<file path="config.mk">
export PLATFORM = sky130hd
export DESIGN_NAME = uc_sequencer
export DESIGN_NICKNAME = d
export VERILOG_FILES = /design/src/rtl/uc_sequencer_pkg.sv /design/src/rtl/uc_decode.sv /design/src/rtl/uc_sequencer.sv
export SDC_FILE = /design/constraint.sdc
export NUM_CORES = 1
export LEC_CHECK = 0
export CORE_MARGIN = 2
export CORE_UTILIZATION = 36
export CTS_CLUSTER_DIAMETER = 80
export DETAILED_ROUTE_END_ITERATION = 10
export GPL_ROUTABILITY_DRIVEN = 0
export PLACE_DENSITY = 0.74
export SETUP_SLACK_MARGIN = 0.2
export SLEW_MARGIN = 40
export SYNTH_ARGS = -nofsm -noshare
export SYNTH_HDL_FRONTEND = slang
export SYNTH_SLANG_ARGS = --single-unit
</file>
<file path="constraint.sdc">
create_clock -name clock -period 1.4 [get_ports clock]
set_input_delay 0.28 -clock clock [delete_from_list [all_inputs] [get_ports clock]]
set_output_delay 0.28 -clock clock [all_outputs]
set_load 0.02 [all_outputs]
</file>
<file path="src/rtl/uc_sequencer_pkg.sv">
`default_nettype none
// ============================================================================
//  Module      : uc_sequencer_pkg
//  Description : Shared definitions for the instruction sequencer: field
//                widths, opcode constants and the FSM state encoding.
//  Revision    : 1.0 - initial release
// ============================================================================
package uc_sequencer_pkg;

    // Instruction field widths
    localparam int c_DATA_W = 8;
    localparam int c_OP_W   = 4;
    localparam int c_ARG_W  = 4;

    // Opcodes (instr[7:4]); 9..E are illegal
    localparam logic [c_OP_W-1:0] c_OP_NOP = 4'h0;
    localparam logic [c_OP_W-1:0] c_OP_LDA = 4'h1;
    localparam logic [c_OP_W-1:0] c_OP_LDI = 4'h2;
    localparam logic [c_OP_W-1:0] c_OP_ADD = 4'h3;
    localparam logic [c_OP_W-1:0] c_OP_SUB = 4'h4;
    localparam logic [c_OP_W-1:0] c_OP_JMP = 4'h5;
    localparam logic [c_OP_W-1:0] c_OP_JZ  = 4'h6;
    localparam logic [c_OP_W-1:0] c_OP_IN  = 4'h7;
    localparam logic [c_OP_W-1:0] c_OP_OUT = 4'h8;
    localparam logic [c_OP_W-1:0] c_OP_HLT = 4'hF;

    // Sequencer state encoding
    localparam int c_ST_W = 3;
    localparam logic [c_ST_W-1:0] c_ST_FETCH    = 3'd0;
    localparam logic [c_ST_W-1:0] c_ST_DECODE   = 3'd1;
    localparam logic [c_ST_W-1:0] c_ST_EXEC     = 3'd2;
    localparam logic [c_ST_W-1:0] c_ST_OPER     = 3'd3;
    localparam logic [c_ST_W-1:0] c_ST_IMM      = 3'd4;
    localparam logic [c_ST_W-1:0] c_ST_WAIT_IN  = 3'd5;
    localparam logic [c_ST_W-1:0] c_ST_WAIT_OUT = 3'd6;
    localparam logic [c_ST_W-1:0] c_ST_HALT     = 3'd7;

endpackage
`default_nettype wire

</file>
<file path="src/rtl/uc_decode.sv">
`default_nettype none
// ============================================================================
//  Module      : uc_decode
//  Description : Combinational opcode classifier.
//                i_opcode     - 4-bit opcode
//                o_single     - single-cycle execute class (NOP..JZ)
//                o_two_byte   - needs an immediate byte (LDI)
//                o_io         - external I/O handshake (IN, OUT)
//                o_halt       - HLT
//                o_illegal    - opcodes 9..E
//  Revision    : 1.0 - initial release
// ============================================================================
module uc_decode
    import uc_sequencer_pkg::*;
(
    input  logic [c_OP_W-1:0] i_opcode,
    output logic              o_single,
    output logic              o_two_byte,
    output logic              o_io,
    output logic              o_halt,
    output logic              o_illegal
);

    always_comb begin
        o_single   = 1'b0;
        o_two_byte = 1'b0;
        o_io       = 1'b0;
        o_halt     = 1'b0;
        o_illegal  = 1'b0;
        case (i_opcode)
            c_OP_NOP, c_OP_LDA, c_OP_ADD,
            c_OP_SUB, c_OP_JMP, c_OP_JZ:  o_single   = 1'b1;
            c_OP_LDI:                     o_two_byte = 1'b1;
            c_OP_IN, c_OP_OUT:            o_io       = 1'b1;
            c_OP_HLT:                     o_halt     = 1'b1;
            default:                      o_illegal  = 1'b1;
        endcase
    end

endmodule
`default_nettype wire

</file>
<file path="src/rtl/uc_sequencer.sv">
`default_nettype none
// ============================================================================
//  Module      : uc_sequencer
//  Description : Fetch/decode/execute sequencer for the 8-bit processor.
//                Produces the accontrol strobes (jump, jumpC, sin, sub, InA,
//                twone), program-memory strobes (mem_rd, pc_inc, ir_load)
//                and the input/output handshakes.
//  Ports       : clock, reset (sync, active-high), instr[7:0], in_valid,
//                out_ready -> mem_rd, pc_inc, ir_load, jump, jumpC, sin, sub,
//                InA, twone, in_ready, out_valid, halted, illegal
//  Build macro : UC_ILLEGAL_TRAP_EN - illegal opcodes 9..E halt the sequencer
//                and raise 'illegal'; otherwise they behave as NOP.
//  Revision    : 1.0 - initial release
// ============================================================================
module uc_sequencer
    import uc_sequencer_pkg::*;
(
    input  logic                clock,
    input  logic                reset,
    input  logic [c_DATA_W-1:0] instr,
    input  logic                in_valid,
    input  logic                out_ready,
    output logic                mem_rd,
    output logic                pc_inc,
    output logic                ir_load,
    output logic                jump,
    output logic                jumpC,
    output logic                sin,
    output logic                sub,
    output logic                InA,
    output logic                twone,
    output logic                in_ready,
    output logic                out_valid,
    output logic                halted,
    output logic                illegal
);

    logic [c_ST_W-1:0] r_state;
    logic [c_ST_W-1:0] w_next;
    logic [c_OP_W-1:0] r_op;
    logic [c_OP_W-1:0] w_opcode;
    logic              w_single;
    logic              w_two_byte;
    logic              w_io;
    logic              w_halt;
    logic              w_illegal;

    // During DECODE the IR is still being loaded, so classify straight from
    // the memory bus; afterwards use the captured opcode.
    assign w_opcode = (r_state == c_ST_DECODE) ? instr[c_DATA_W-1:c_ARG_W] : r_op;

    uc_decode u_decode (
        .i_opcode   (w_opcode),
        .o_single   (w_single),
        .o_two_byte (w_two_byte),
        .o_io       (w_io),
        .o_halt     (w_halt),
        .o_illegal  (w_illegal)
    );

    // ------------------------------------------------------------------
    // State and IR registers
    // ------------------------------------------------------------------
    always_ff @(posedge clock) begin
        if (reset) begin
            r_state <= c_ST_FETCH;
            r_op    <= c_OP_NOP;
        end else begin
            r_state <= w_next;
            if (r_state == c_ST_DECODE) begin
                r_op <= instr[c_DATA_W-1:c_ARG_W];
            end
        end
    end

`ifdef UC_ILLEGAL_TRAP_EN
    logic r_illegal;

    // Sticky trap flag; only reset clears it, matching the HALT exit.
    always_ff @(posedge clock) begin
        if (reset) begin
            r_illegal <= 1'b0;
        end else if ((r_state == c_ST_DECODE) && w_illegal) begin
            r_illegal <= 1'b1;
        end
    end

    logic w_unused;
    assign w_unused = &{1'b0, instr[c_ARG_W-1:0]};
`else
    logic w_unused;
    assign w_unused = &{1'b0, instr[c_ARG_W-1:0], w_illegal};
`endif

    // ------------------------------------------------------------------
    // Next-state logic
    // ------------------------------------------------------------------
    always_comb begin
        w_next = r_state;
        case (r_state)
            c_ST_FETCH:  w_next = c_ST_DECODE;
            c_ST_DECODE: begin
                if (w_two_byte) begin
                    w_next = c_ST_OPER;
                end else if (w_halt) begin
                    w_next = c_ST_HALT;
                end else if (w_single || w_io) begin
                    w_next = c_ST_EXEC;
                end else begin
`ifdef UC_ILLEGAL_TRAP_EN
                    w_next = c_ST_HALT;
`else
                    w_next = c_ST_EXEC;
`endif
                end
            end
            c_ST_EXEC: begin
                if (w_io) begin
                    w_next = (r_op == c_OP_IN) ? c_ST_WAIT_IN : c_ST_WAIT_OUT;
                end else begin
                    w_next = c_ST_FETCH;
                end
            end
            c_ST_OPER:     w_next = c_ST_IMM;
            c_ST_IMM:      w_next = c_ST_FETCH;
            c_ST_WAIT_IN:  w_next = in_valid  ? c_ST_FETCH : c_ST_WAIT_IN;
            c_ST_WAIT_OUT: w_next = out_ready ? c_ST_FETCH : c_ST_WAIT_OUT;
            c_ST_HALT:     w_next = c_ST_HALT;
            default:       w_next = c_ST_FETCH;
        endcase
    end

    // ------------------------------------------------------------------
    // Output decode. Everything is forced low while reset is asserted so an
    // abandoned instruction cannot emit a strobe in the reset cycle.
    // ------------------------------------------------------------------
    always_comb begin
        mem_rd    = 1'b0;
        pc_inc    = 1'b0;
        ir_load   = 1'b0;
        jump      = 1'b0;
        jumpC     = 1'b0;
        sin       = 1'b0;
        sub       = 1'b0;
        InA       = 1'b0;
        twone     = 1'b0;
        in_ready  = 1'b0;
        out_valid = 1'b0;
        halted    = 1'b0;
        illegal   = 1'b0;
        if (!reset) begin
            case (r_state)
                c_ST_FETCH, c_ST_OPER: begin
                    mem_rd = 1'b1;
                    pc_inc = 1'b1;
                end
                c_ST_DECODE: ir_load = 1'b1;
                c_ST_EXEC: begin
                    case (r_op)
                        c_OP_ADD: sin = 1'b1;
                        c_OP_SUB: begin
                            sin = 1'b1;
                            sub = 1'b1;
                        end
                        c_OP_JMP: jump  = 1'b1;
                        c_OP_JZ:  jumpC = 1'b1;
                        default:  ;
                    endcase
                end
                c_ST_IMM: twone = 1'b1;
                c_ST_WAIT_IN: begin
                    in_ready = in_valid;
                    InA      = in_valid;
                end
                c_ST_WAIT_OUT: out_valid = 1'b1;
                c_ST_HALT: begin
                    halted = 1'b1;
`ifdef UC_ILLEGAL_TRAP_EN
                    illegal = r_illegal;
`endif
                end
                default: ;
            endcase
        end
    end

endmodule
`default_nettype wire

</file>
Yosys cells after proc, flatten, opt, wreduce, memory -nomap -nowiden

Index checks and enable logic that the tools add are counted.

Mux-type cells: 35
Reduce and logical (&&, ||, !) cells: 4
Equal/unequal tests: 16

Operators with widths:

| kind                                                | count |
|---|---|
| 2-to-1 mux 1 bit                                    | 27 |
| one-hot mux 3 bit (8 select lines)                  | 1 |
| equality test 4 x 3 -> 1 bit, second input constant | 5 |
| 2-to-1 mux 3 bit                                    | 5 |
| equality test 3 bit, second input constant          | 4 |
| equality test 4 x 2 -> 1 bit, second input constant | 2 |
| equality test 4 bit, second input constant          | 2 |
| equality test 3 x 2 -> 1 bit, second input constant | 2 |
| OR reduction 2 bit                                  | 3 |
| 2-to-1 mux 4 bit                                    | 1 |
| equality test 3 x 1 -> 1 bit, second input constant | 1 |
| logical NOT 3 bit                                   | 1 |
| 2-to-1 mux 2 bit                                    | 1 |

Input port bits: 12
Logic and storage cells: 57
Output and inout bits: 13
Register bits: 7

Logic depth before layout (Yosys ltp)

Word-level depth: 7
Depth in mapped cells: 5
Depth with buffers taken out: 3

Cells and area by module

From an unflattened synthesis, not the netlist that was laid out.

Cell total of the unflattened synthesis: 72
Area total of the unflattened synthesis: 596.8 sq um

Modules (own cells, without submodules):

| module       | area each (sq um) | cells each | times used |
|---|---|---|---|
| uc_sequencer | 539.3             | 63         | 1 |
| uc_decode    | 57.6              | 9          | 1 |

Worst setup path before layout

Ideal clock, no wire load.

Path type: reg2out
From: register r_state[1]
To: output pc_inc
Slack: -0.530 ns
Required time: 1.120 ns
Path buffers: 2
Data arrival time: 1.650 ns
Cell stages (with the launch flop): 5
Cell sequence: dfxtp_1 clkbuf_1 nor2b_1 nor4_1 buf_4

Cells in the longest elaborated chain, start to end: 4
Elaborated cells between the ends (all ways): 5
Those cells by class: 1 x eq/ne; 2 x mux; 2 x reduce/logical

RTL lines:

| what                                                                     | line               | RTL |
|---|---|---|
| start: declaration                                                       | uc_sequencer.sv:38 | `logic [c_ST_W-1:0] r_state;` |
| start signal: assignment                                                 | uc_sequencer.sv:66 | `r_state <= c_ST_FETCH;` |
| start signal: assignment                                                 | uc_sequencer.sv:69 | `r_state <= w_next;` |
| equality test 3 x 2 -> 1 bit / logical NOT 3 bit (equally long branches) | --                 |  |
| OR reduction 2 bit *                                                     | --                 |  |
| 2-to-1 mux 1 bit * (2 in series)                                         | --                 |  |
| end: declaration                                                         | uc_sequencer.sv:24 | `output logic pc_inc,` |

Mark *: on every way between the ends. The rest lies on a longest branch, timed or not.

Worst setup path in the final report

From: register r_state[0]
To: output jump

Cells in the longest elaborated chain, start to end: 3

RTL lines:

| what                         | line                | RTL |
|---|---|---|
| equality test 3 x 2 -> 1 bit | uc_sequencer.sv:152 | `case (r_state)` |
| 2-to-1 mux 1 bit             | uc_sequencer.sv:152 |  |
| 2-to-1 mux 1 bit             | uc_sequencer.sv:151 | `if (!reset) begin` |
| end: declaration             | uc_sequencer.sv:26  | `output logic jump,` |

No other way between the ends.

==> out/qor.txt <==
outcome - finished with violations
violations in the final reports - negative setup slack
series of cell instances along the critical path - or4b_4, nand2b_4, nor3b_4, buf_6
family with the most delay on the worst path - simple AND/OR/NAND/NOR gates
pin count of the biggest net entering global routing - 12
IR drop worst, VDD - 0.640 mV
R2R cell count - 8
Area after DPL - 948 um2
internal power - 618 uW
Critical Path Stages - 4
number of flops mapped to enable cells by yosys - 0
worst slack, placed - -1.14 ns
antenna fix cells - 0
final count of hold timing violations - 0
Critical path origin - r_state[0]$_SDFF_PP0_
sum of routed wire length over all layers - 2.32 mm
PnR Total Power - 952 uW
CTS sink cnt - 7
crit path max fanout - 4
post-synthesis instance area - 554 um2
clock latency on the worst-skew pair - 0.26 ns
Finished Layout Cells - 129
flop and latch count out of synthesis - 7
floorplan die area - 0.00187 mm2
switching part of the total power - 35.0%
register-to-register path setup slack - -0.13 ns
top routing layer in use - met4
cell accounting for the most synthesized area - sky130_fd_sc_hd__dfxtp_1
relative contribution of combinational cells to total power - 54.9%
Avg Synthesized Cell Area - 8.53 um2
overall die width - 43.2 um
fraction of final layout cells with drive strength greater than 1 - 73.5%
min-delay worst type - in2reg
WL met2 - 1.22 mm
number of buffers and inverters on the critical path - 1
per-cell routed wire length - 18.0 um
antenna-violating nets left - 0
count of cell types in the netlist - 28
setup violators final - 16
total number of nets in the final design - 126
DRC - 0
first-pass GRT wire length - 2.77 mm
TritonCTS clock tree - built
Max Clk Rate - 517 MHz
met3 WL - 87 um
fraction of power consumed by the clock network - 20.2%
maximum cell stage delay along the critical path - 0.52 ns
cell area power density - 745 mW/mm2
Top Ports - 25
total clock buffers created by CTS - 3
number of instances in the synthesized netlist - 65
worst reg2reg path startpoint - r_state[2]$_SDFF_PP0_
Yosys Warn Count - 0
termination of the worst setup path - jump
count of input and output buffers - 19
area share of the leading cell type in the synthesized netlist - 25.3%
Leak - 0.563 nW
1st-pass router iterations - 4
final setup margin - -0.532 ns
reg-to-reg critical path endpoint - r_op[1]$_SDFF_PP0_
finished layout cell area - 0.00128 mm2
part of the cycle the worst path needs - 138%
number of buffers inserted for hold repair after clock tree synthesis - 0
Max Buffers Root-to-Sink - 2
number of max-capacitance violations reported - 0
kind of end point of the critical path - primary output
number of antenna violations at the first check in global routing - 0
Net Count, Synth - 77
GRT Residual Overflow - 0
global routing usage summed across all routing layers - 20.2%
fraction of the yosys area taken by sequential cells - 25.3%
top post-synthesis cells by area - sky130_fd_sc_hd__dfxtp_1 (25%), sky130_fd_sc_hd__nor2b_1 (9.0%), sky130_fd_sc_hd__mux2i_1 (7.2%)
overall die height - 43.2 um
predominant post-synthesis flop cell - sky130_fd_sc_hd__dfxtp_1
ys async rst share - 0%
Initial DRC Count - 22
total number of placement rows - 14
Avg Vias per Cell - 5.13
number of vias after detailed routing - 662
critical path start-end classification - reg2out
vias in the first global route - 627
CTS H-tree lvls - 1
Initial Utilization - 37.7%
CTS clk-pin slew, worst paths - 0.06 ns
met1 wire length - 983 um
library cell used as clock root buffer - sky130_fd_sc_hd__clkbuf_4
switching power total - 334 uW
area added between synthesis and finish - 130%
Core Util, Final - 86.8%
core region area - 0.00147 mm2
placed wire-length estimate - 1.14 mm
final worst clock skew - 0.0113 ns
Final min period - 1.93 ns
Worst Setup Start Kind - flip-flop
worst endpoint data arrival time - 1.65 ns
power share of the sequential group - 24.9%
RSZ-0062 raised after global routing - true
placed insts - 110
Required @ worst endpoint - 1.12 ns
final slew viol count - 0
critical-path cell with the highest stage delay - sky130_fd_sc_hd__or4b_4
[cell families (layout without fill, tap and decap cells)]
group	Yosys count	after routing	share of synthesized area [%]
AO/OA/AOI/OAI	8	8	10.6
buffers and inverters	7	55	10.8
flip-flops	7	7	25.3
multiplexers	5	5	9.26
other	1	1	0.677
AND/OR/NAND/NOR	37	37	43.3
[Yosys cell counts, types with 2 or more instances]
| library cell | count |
|---|---|
| sky130_fd_sc_hd__nand2b_1 | 3 |
| sky130_fd_sc_hd__buf_6 | 3 |
| sky130_fd_sc_hd__nor2_1 | 8 |
| sky130_fd_sc_hd__mux2i_1 | 4 |
| sky130_fd_sc_hd__o32ai_1 | 2 |
| sky130_fd_sc_hd__nand2_1 | 3 |
| sky130_fd_sc_hd__nor2b_1 | 8 |
| sky130_fd_sc_hd__dfxtp_1 | 7 |
| sky130_fd_sc_hd__a31oi_1 | 2 |
| sky130_fd_sc_hd__nor3_1 | 3 |
| sky130_fd_sc_hd__buf_4 | 3 |
| sky130_fd_sc_hd__or4b_1 | 2 |
| sky130_fd_sc_hd__nor3b_2 | 2 |
[power groups by stage]
stage | clock, mW | combinational, mW | sequential (mW)
floorplan | 0 | 0.221 | 0.251
global placement | 0 | 0.330 | 0.237
detailed placement | 0 | 0.336 | 0.237
CTS | 0.190 | 0.425 | 0.235
global route | 0.215 | 0.547 | 0.238
finish | 0.192 | 0.522 | 0.237
[metal layers]
metal / up-vias / global-route usage [%]
met5: - / 0
met1: 308 / 22.0
met4: 0 / 1.82
met3: 4 / 7.66
met2: 20 / 37.9
li1: 330 / -
[through the flow]
| stage | setup TNS (ns) | hold WS, ns |
|---|---|---|
| CTS | -3.10 | 0.553 |
| finish | -3.95 | 0.408 |
| floorplan | -0.740 | 0.427 |
| global route | -4.81 | 0.431 |
| global placement | -10.77 | 0.599 |
| detailed placement | -11.11 | 0.609 |
[final cells by class]
type / instances / area [um2]
Clock buffer: 4 / 26.3
Timing Repair Buffer: 51 / 504
Sequential cell: 7 / 146
Tap cell: 16 / 20.0
Fill cell: 75 / 194
Multi-Input combinational cell: 51 / 581
[how the worst min path moves through the flow]
stage | startpoint | endpoint | slack (ns) | depth (start not counted)
floorplan | instr[4] | r_op[0]$_SDFF_PP0_ | 0.43 | 2
global placement | r_op[3]$_SDFF_PP0_ | r_op[3]$_SDFF_PP0_ | 0.60 | 3
detailed placement | r_op[3]$_SDFF_PP0_ | r_op[3]$_SDFF_PP0_ | 0.61 | 3
CTS | reset | r_op[2]$_SDFF_PP0_ | 0.55 | 3
global route | instr[4] | r_op[0]$_SDFF_PP0_ | 0.43 | 4
finish | instr[4] | r_op[0]$_SDFF_PP0_ | 0.41 | 4
[worst register-to-register path, cell delays in order (launching register included)]
cell,delay (ns)
sky130_fd_sc_hd__dfxtp_4,0.35
sky130_fd_sc_hd__buf_4,0.13
sky130_fd_sc_hd__buf_8,0.13
sky130_fd_sc_hd__nor3b_4,0.19
sky130_fd_sc_hd__buf_4,0.13
sky130_fd_sc_hd__buf_4,0.09
sky130_fd_sc_hd__buf_6,0.11
sky130_fd_sc_hd__mux2i_1,0.21
sky130_fd_sc_hd__nor2_1,0.06
[flip-flops by register name, summed over array words and instances, names as in the netlist]
name and cells:
r_state 3, r_op 4
[layout by cell type (no fill, tap or decap), drive strengths merged, types with 2 or more instances in the layout]
cell type	count
nand2b	4
clkbuf	6
nor2	8
nand2	3
o32ai	2
nor3b	3
dfxtp	7
or4b	2
nor2b	8
mux2i	4
a31oi	2
dlymetal6s2s	4
buf	43
nor3	3
[timing repair]
| action | CTS | global route |
|---|---|---|
| pin swaps | 7 | 7 |
| resized for setup | 86 | 25 |
| cloned | 0 | 1 |
| setup buffers | 7 | 7 |
| endpoints found under the setup margin | 19 | 19 |
Power figures use the tool's default switching activity.
